## src/rtl/cfeb_rdout_sched_if.sv

```systemverilog
`default_nettype none
// ---------------------------------------------------------------------------
// cfeb_rdout_sched_if : handshake bundle between header builder, L1A checker
//                       and the CFEB readout scheduler.
// Rev 1.0
// ---------------------------------------------------------------------------
interface cfeb_rdout_sched_if #(
  parameter int NCFEB = 7
);
  logic             header_end;
  logic [NCFEB-1:0] act_mask;
  logic             act_chk;
  logic [NCFEB-1:0] fifo_mt;
  logic             done_ce;
  logic             clr_done;
  logic [NCFEB-1:0] sel;
  logic             cfeb_act;
  logic             go;
  logic             eoe;
  logic             timeout;
  logic [NCFEB-1:0] err_mask;
  logic             busy;

  modport slave (
    input  header_end, act_mask, act_chk, fifo_mt, done_ce, clr_done,
    output sel, cfeb_act, go, eoe, timeout, err_mask, busy
  );

  modport master (
    output header_end, act_mask, act_chk, fifo_mt, done_ce, clr_done,
    input  sel, cfeb_act, go, eoe, timeout, err_mask, busy
  );
endinterface
`default_nettype wire

```

## src/rtl/cfeb_rdout_sched.sv

```systemverilog
`default_nettype none
// ---------------------------------------------------------------------------
// cfeb_rdout_sched : round-robin scheduler offering each active CFEB FIFO of
//                    an event to the L1A checker, with per-CFEB timeouts.
// Rev 1.0
// ---------------------------------------------------------------------------
module cfeb_rdout_sched #(
  parameter int NCFEB = 7,
  parameter int TMO   = 255
) (
  input  wire logic          clk,
  input  wire logic          rst,
  cfeb_rdout_sched_if.slave  bus
);

  localparam int                 c_PTR_W = (NCFEB > 1) ? $clog2(NCFEB) : 1;
  localparam logic [c_PTR_W:0]   c_N     = (c_PTR_W+1)'(NCFEB);
  localparam logic [c_PTR_W-1:0] c_LAST  = c_PTR_W'(NCFEB - 1);
  localparam logic [7:0]         c_TMO   = 8'(TMO);

  typedef enum logic [3:0] {
    S_IDLE  = 4'd0,
    S_ARB   = 4'd1,
    S_WACT  = 4'd2,
    S_OFFER = 4'd3,
    S_WDAT  = 4'd4,
    S_GO    = 4'd5,
    S_RUN   = 4'd6,
    S_FIN   = 4'd7,
    S_EOE   = 4'd8
  } state_t;

  state_t               r_state;
  state_t               w_state_nxt;
  logic [NCFEB-1:0]     r_pend;
  logic [NCFEB-1:0]     r_sel;
  logic [NCFEB-1:0]     r_err;
  logic                 r_timeout;
  logic [c_PTR_W-1:0]   r_ptr;
  logic [c_PTR_W-1:0]   r_gidx;
  logic [7:0]           r_tcnt;

  logic                 w_found;
  logic [c_PTR_W-1:0]   w_gnt;
  logic [c_PTR_W:0]     w_cand;
  logic                 w_mt;
  logic                 w_done;
  logic                 w_tmo;
  logic [c_PTR_W-1:0]   w_ptr_nxt;

  assign w_mt      = bus.fifo_mt[r_gidx];
  assign w_done    = bus.done_ce | bus.clr_done;
  assign w_tmo     = (r_tcnt == c_TMO);
  assign w_ptr_nxt = (r_gidx == c_LAST) ? '0 : r_gidx + 1'b1;

  // First pending CFEB at or above the pointer, wrapping past the last FIFO.
  always_comb begin
    w_found = 1'b0;
    w_gnt   = r_ptr;
    w_cand  = '0;
    for (int i = 0; i < NCFEB; i++) begin
      w_cand = {1'b0, r_ptr} + (c_PTR_W+1)'(i);
      if (w_cand >= c_N) begin
        w_cand = w_cand - c_N;
      end
      if (!w_found && r_pend[w_cand[c_PTR_W-1:0]]) begin
        w_found = 1'b1;
        w_gnt   = w_cand[c_PTR_W-1:0];
      end
    end
  end

  always_ff @(posedge clk) begin
    if (rst) begin
      r_state <= S_IDLE;
    end else begin
      r_state <= w_state_nxt;
    end
  end

  always_comb begin
    w_state_nxt = r_state;
    case (r_state)
      S_IDLE:  if (bus.header_end) w_state_nxt = S_ARB;
      S_ARB:   w_state_nxt = w_found ? S_WACT : S_FIN;
      S_WACT:  if (bus.act_chk) w_state_nxt = S_OFFER;
      S_OFFER: w_state_nxt = S_WDAT;
      S_WDAT:  if (!w_mt || w_tmo) w_state_nxt = S_GO;
      S_GO:    w_state_nxt = S_RUN;
      S_RUN:   if (w_done || w_tmo) w_state_nxt = S_ARB;
      S_FIN:   if (bus.act_chk) w_state_nxt = S_EOE;
      S_EOE:   w_state_nxt = S_IDLE;
      default: w_state_nxt = S_IDLE;
    endcase
  end

  always_ff @(posedge clk) begin
    if (rst) begin
      r_pend    <= '0;
      r_sel     <= '0;
      r_err     <= '0;
      r_timeout <= 1'b0;
      r_ptr     <= '0;
      r_gidx    <= '0;
      r_tcnt    <= '0;
    end else begin
      r_timeout <= 1'b0;
      case (r_state)
        S_IDLE: begin
          if (bus.header_end) begin
            r_pend <= bus.act_mask;
            r_err  <= '0;
          end
        end
        S_ARB: begin
          if (w_found) begin
            r_gidx <= w_gnt;
            r_sel  <= {{(NCFEB-1){1'b0}}, 1'b1} << w_gnt;
          end
        end
        S_OFFER, S_GO: r_tcnt <= '0;
        S_WDAT: begin
          if (w_mt) begin
            if (w_tmo) begin
              r_err[r_gidx] <= 1'b1;
              r_timeout     <= 1'b1;
            end else begin
              r_tcnt <= r_tcnt + 8'd1;
            end
          end
        end
        S_RUN: begin
          // Completion takes priority over a timeout on the same cycle.
          if (w_done || w_tmo) begin
            r_pend[r_gidx] <= 1'b0;
            r_ptr          <= w_ptr_nxt;
            r_sel          <= '0;
            if (!w_done) begin
              r_err[r_gidx] <= 1'b1;
              r_timeout     <= 1'b1;
            end
          end else begin
            r_tcnt <= r_tcnt + 8'd1;
          end
        end
        default: ;
      endcase
    end
  end

  assign bus.sel      = r_sel;
  assign bus.err_mask = r_err;
  assign bus.timeout  = r_timeout;
  assign bus.cfeb_act = (r_state == S_OFFER);
  assign bus.go       = (r_state == S_GO);
  assign bus.eoe      = (r_state == S_EOE);
  assign bus.busy     = (r_state != S_IDLE);

endmodule
`default_nettype wire

```

## src/flat_wrapper.sv

```systemverilog
// flat-port wrapper written by rule: the top's interface ports become plain ports
module cfeb_rdout_sched_flat 
#(
  parameter int NCFEB = 7,
  parameter int TMO   = 255
)
  (clk, rst, bus_header_end, bus_act_mask, bus_act_chk, bus_fifo_mt, bus_done_ce, bus_clr_done, bus_sel, bus_cfeb_act, bus_go, bus_eoe, bus_timeout, bus_err_mask, bus_busy);
  cfeb_rdout_sched_if #(.NCFEB(NCFEB)) bus_i ();
  input  wire logic clk;
  input  wire logic rst;
  input wire logic [$bits(bus_i.header_end)-1:0] bus_header_end;
  input wire logic [$bits(bus_i.act_mask)-1:0] bus_act_mask;
  input wire logic [$bits(bus_i.act_chk)-1:0] bus_act_chk;
  input wire logic [$bits(bus_i.fifo_mt)-1:0] bus_fifo_mt;
  input wire logic [$bits(bus_i.done_ce)-1:0] bus_done_ce;
  input wire logic [$bits(bus_i.clr_done)-1:0] bus_clr_done;
  output wire logic [$bits(bus_i.sel)-1:0] bus_sel;
  output wire logic [$bits(bus_i.cfeb_act)-1:0] bus_cfeb_act;
  output wire logic [$bits(bus_i.go)-1:0] bus_go;
  output wire logic [$bits(bus_i.eoe)-1:0] bus_eoe;
  output wire logic [$bits(bus_i.timeout)-1:0] bus_timeout;
  output wire logic [$bits(bus_i.err_mask)-1:0] bus_err_mask;
  output wire logic [$bits(bus_i.busy)-1:0] bus_busy;
  assign bus_i.header_end = bus_header_end;
  assign bus_i.act_mask = bus_act_mask;
  assign bus_i.act_chk = bus_act_chk;
  assign bus_i.fifo_mt = bus_fifo_mt;
  assign bus_i.done_ce = bus_done_ce;
  assign bus_i.clr_done = bus_clr_done;
  assign bus_sel = bus_i.sel;
  assign bus_cfeb_act = bus_i.cfeb_act;
  assign bus_go = bus_i.go;
  assign bus_eoe = bus_i.eoe;
  assign bus_timeout = bus_i.timeout;
  assign bus_err_mask = bus_i.err_mask;
  assign bus_busy = bus_i.busy;
  cfeb_rdout_sched #(.NCFEB(NCFEB), .TMO(TMO)) u_core (.clk(clk), .rst(rst), .bus(bus_i));
endmodule
```

## config.mk

```make
export PLATFORM = sky130hd
export DESIGN_NAME = cfeb_rdout_sched_flat
export DESIGN_NICKNAME = d
export VERILOG_FILES = /design/src/rtl/cfeb_rdout_sched_if.sv /design/src/rtl/cfeb_rdout_sched.sv /design/src/flat_wrapper.sv
export SDC_FILE = /design/constraint.sdc
export NUM_CORES = 1
export LEC_CHECK = 0
export ABC_AREA = 0
export CAP_MARGIN = 10
export CORE_UTILIZATION = 50
export CTS_CLUSTER_DIAMETER = 50
export CTS_CLUSTER_SIZE = 20
export DETAILED_ROUTE_END_ITERATION = 12
export PLACE_DENSITY = 0.74
export RECOVER_POWER = 25
export SYNTH_ARGS = -nofsm -noshare
export SYNTH_HDL_FRONTEND = slang
export SYNTH_SLANG_ARGS = --single-unit
```

## constraint.sdc

```tcl
create_clock -name clk -period 3.6 [get_ports clk]
set_input_delay 0.36 -clock clk [delete_from_list [all_inputs] [get_ports clk]]
set_output_delay 0.36 -clock clk [all_outputs]
set_load 0.01 [all_outputs]
```

==> out/metrics.csv <==
stage;metric;value;unit
detailed_routing;drt_iter0_drc;266;
clock_network;clockRootBuffer;clkbuf_8;
sta;tightestPinTransition;0.947;ns
yosys;synth_common_cells;nor2_1, nand2_1, dfxtp_1;
clock_network;clk_latency;0.29;ns
worst_setup_path;end_kind;register;
floorplanning;io_pins;39;
flow_run;cap_violations;0;
place;dp_cells;641;
detailed_routing;vias_per_cell;6.43;
clock_network;cts_tree;done;
global_routing;grt_pass1_vias;3835;
floorplanning;dieArea;0.00816;mm²
detailed_routing;drc_errors;0;
sta;final_hold_viol_count;0;
yosys;synthSimpleGateAreaFrac;29.8;%
worst_setup_path;startpoint_type;register;
yosys;yosys.area_share.xor_xnor;1.76;%
clock_network;cts_made_buffers;5;
floorplanning;die_w;90.3;µm
yosys;syn_nets;552;
yosys;synth_top_family_by_area;compound AO/OA/AOI/OAI gates;
yosys;synth_area;0.00390;mm²
place;portBuffers;38;
worst_setup_path;cp_slowest_stage_delay;0.49;ns
floorplanning;die_h;90.3;µm
yosys;post-synth-top-area-cell;dfxtp_1;
yosys;yosysWarnings;0;
detailed_routing;drtPass1Iterations;5;
worst_setup_path;cp.buffers_inverters;1;
power_and_ir_drop;irDropWorstVdd;391;µV
worst_setup_path;cp.arrival;3.65;ns
yosys;synth.avg_cell_area;7.55;µm²
clock_network;clk_pin_slew;0.08;ns
detailed_routing;wire_per_inst;17.6;µm
power_and_ir_drop;p_leak;1.69;nW
clock_network;htreeDepth;2;
sta;grt_setup_unrepaired;no;
worst_setup_path;critPathRequiredTime;3.79;ns
final_layout;fill_cells;670;
place;dp_hpwl;8360;µm
final_layout;final_cells;650;
worst_setup_path;path_class;register to register;
yosys;post_synth_num_cell_types;90;
worst_setup_path;critPathSlowestCell;a2111o_1;
final_layout;area_delta_synth_final;17.3;%
floorplanning;start_util;52.7;%
yosys;postSynthRegisterBits;40;
sta;slew_headroom;36.9;%
clock_network;max-clock-path-buffers;2;
yosys;synth_area_leaders;dfxtp_1, nor2_1, a21oi_1;
final_layout;drive_gt1_share;14.3;%
place;gp_congestion;0.927;
sta;fmax;289;MHz
final_layout;nets;585;
detailed_routing;vias;4182;
global_routing;grt_pass1_wl;18800;µm
global_routing;grt-ovfl-total;0;
sta;post-route-min-period;3.46;ns
sta;setup_tns;0;ns
sta;slew_viol_final;0;
worst_setup_path;cp_top_family;compound AO/OA/AOI/OAI gates;
yosys;synth.top_cell.area_share;20.5;%
yosys;netlist_instances;517;
worst_setup_path;crit_fanout;4;
outcome;outcome;finished, final reports clean;
sta;finalSetupViolCount;0;
worst_hold_path;min_path_type;register to register;
yosys;synth_edf_count;0;
yosys;yosysSeqAreaShare;20.5;%
detailed_routing;ant_nets;0;
floorplanning;core_area;0.00741;mm²
yosys;synth_adder_area_share;5.00;%
power_and_ir_drop;powerDensity;605;mW/mm²
sta;fin_crit_sh;96.0;%
clock_network;numClockSinks;40;
yosys;synth_compound_area_share;32.3;%
worst_setup_path;crit_chain;inv_1, ha_1, nand2b_1, or3_4, and2_4, a2111o_1, a311oi_2, o311ai_2, a32o_2, or3b_4, nor2_1, a22o_1;
yosys;synth-main-ff-cell;dfxtp_1;
global_routing;grt.total_usage;27.8;%
sta;fin_worst_skew;0.00281;ns
detailed_routing;drt_wl_total;11400;µm
yosys;async_reset_ff_share;0;%
clock_network;postCtsHoldBufs;0;
global_routing;antenna_found_initial;0;
yosys;yosysMostFrequentCell;nor2_1;
yosys;synth.area.mux_share;4.43;%
global_routing;grt_max_degree;32;
final_layout;num_antenna_cells;0;
floorplanning;placementRows;31;
metrics by stage:
step / cell area [µm²] / setup slack [ns] / power [mW] / util, % / hold WS (ns)
after floorplan: 3900 / 0.157 / 1.88 / - / 0.459
after global placement: 4410 / 0.0272 / 2.33 / 59.6 / 0.439
after detailed placement: 4410 / 0.0493 / 2.36 / 59.6 / 0.440
after CTS: 4500 / 0.0841 / 2.67 / 60.7 / 0.451
after global routing: 4580 / 0.00314 / 2.97 / 61.8 / 0.462
final: 4580 / 0.144 / 2.77 / 61.8 / 0.447
final cells by class:
type	count	area [µm²]	share of cell area (%)
Clock buffer	7	76.3	1.67
Clock inverter	1	8.76	0.191
Inverter	15	56.3	1.23
Multi-Input combinational cell	423	2920	63.9
Sequential cell	40	803	17.6
Tap cell	99	124	2.71
Timing Repair Buffer	65	583	12.7
layout by cell type, fill, tap and decap left out, drive strengths merged, types with 14 or more instances in the layout:
cell and n:
dlygate4sd3 14, buf 27, nor2 51, nand3 19, nor2b 15, a31oi 16
o21ai 41, a21oi 37, dfxtp 40, ha 14, inv 15, clkdlybuf4s50 24
nand2 45
state kept, by name, indices dropped and copies added, names as in the netlist:
signal,count
u_core.r_state,4
u_core.bus.timeout,1
u_core.bus.sel,7
u_core.bus.err_mask,7
u_core.r_tcnt,8
u_core.r_pend,7
u_core.r_ptr,3
u_core.r_gidx,3
worst min-delay path: cells and delay by family, from the launching register on:
| family | cells | cell delay (ns) |
|---|---|---|
| flops | 1 | 0.31 |
| simple gates | 1 | 0.05 |
| compound gates | 1 | 0.05 |
worst paths after layout:
path                                         from                 to  slack (ns)  depth (start not counted)
worst max-delay path              u_core.r_ptr[2]  u_core.bus.sel[1]        0.14                         12
worst min-delay path            u_core.bus.sel[5]  u_core.bus.sel[5]        0.45                          2
worst max register to register    u_core.r_ptr[2]  u_core.bus.sel[1]        0.14                         12
worst min register to register  u_core.bus.sel[5]  u_core.bus.sel[5]        0.45                          2
routing by layer:
layer  GRT usage, %  vias to the layer above  share of wire [%]
li1               -                     2006                  -
met5              0                        -                  0
met3           3.11                       32                5.1
met2           46.5                      156                 47
met4           11.2                        0                3.1
met1           36.4                     1988                 45
cells by family after synthesis:
kind of cell | after synthesis
buffers and inverters | 54
flip-flops | 40
adder cells (fa/ha/maj) | 15
XOR/XNOR | 7
multiplexers | 14
AND/OR/NAND/NOR | 211
AO/OA/AOI/OAI | 176
power by group:
| part | switching (mW) | total (mW) | internal [mW] |
|---|---|---|---|
| sequential | 0.160 | 0.677 | 0.517 |
| clock | 0.162 | 0.301 | 0.139 |
| combinational | 0.996 | 1.79 | 0.794 |
what timing repair did:
action / CTS / global route
pin swaps: 0 / 3
gates resized for setup: 1 / 14
setup buffers: 0 / 1
endpoints found under the setup margin: 1 / 11
No activity file was read; power rests on OpenSTA's default activity.
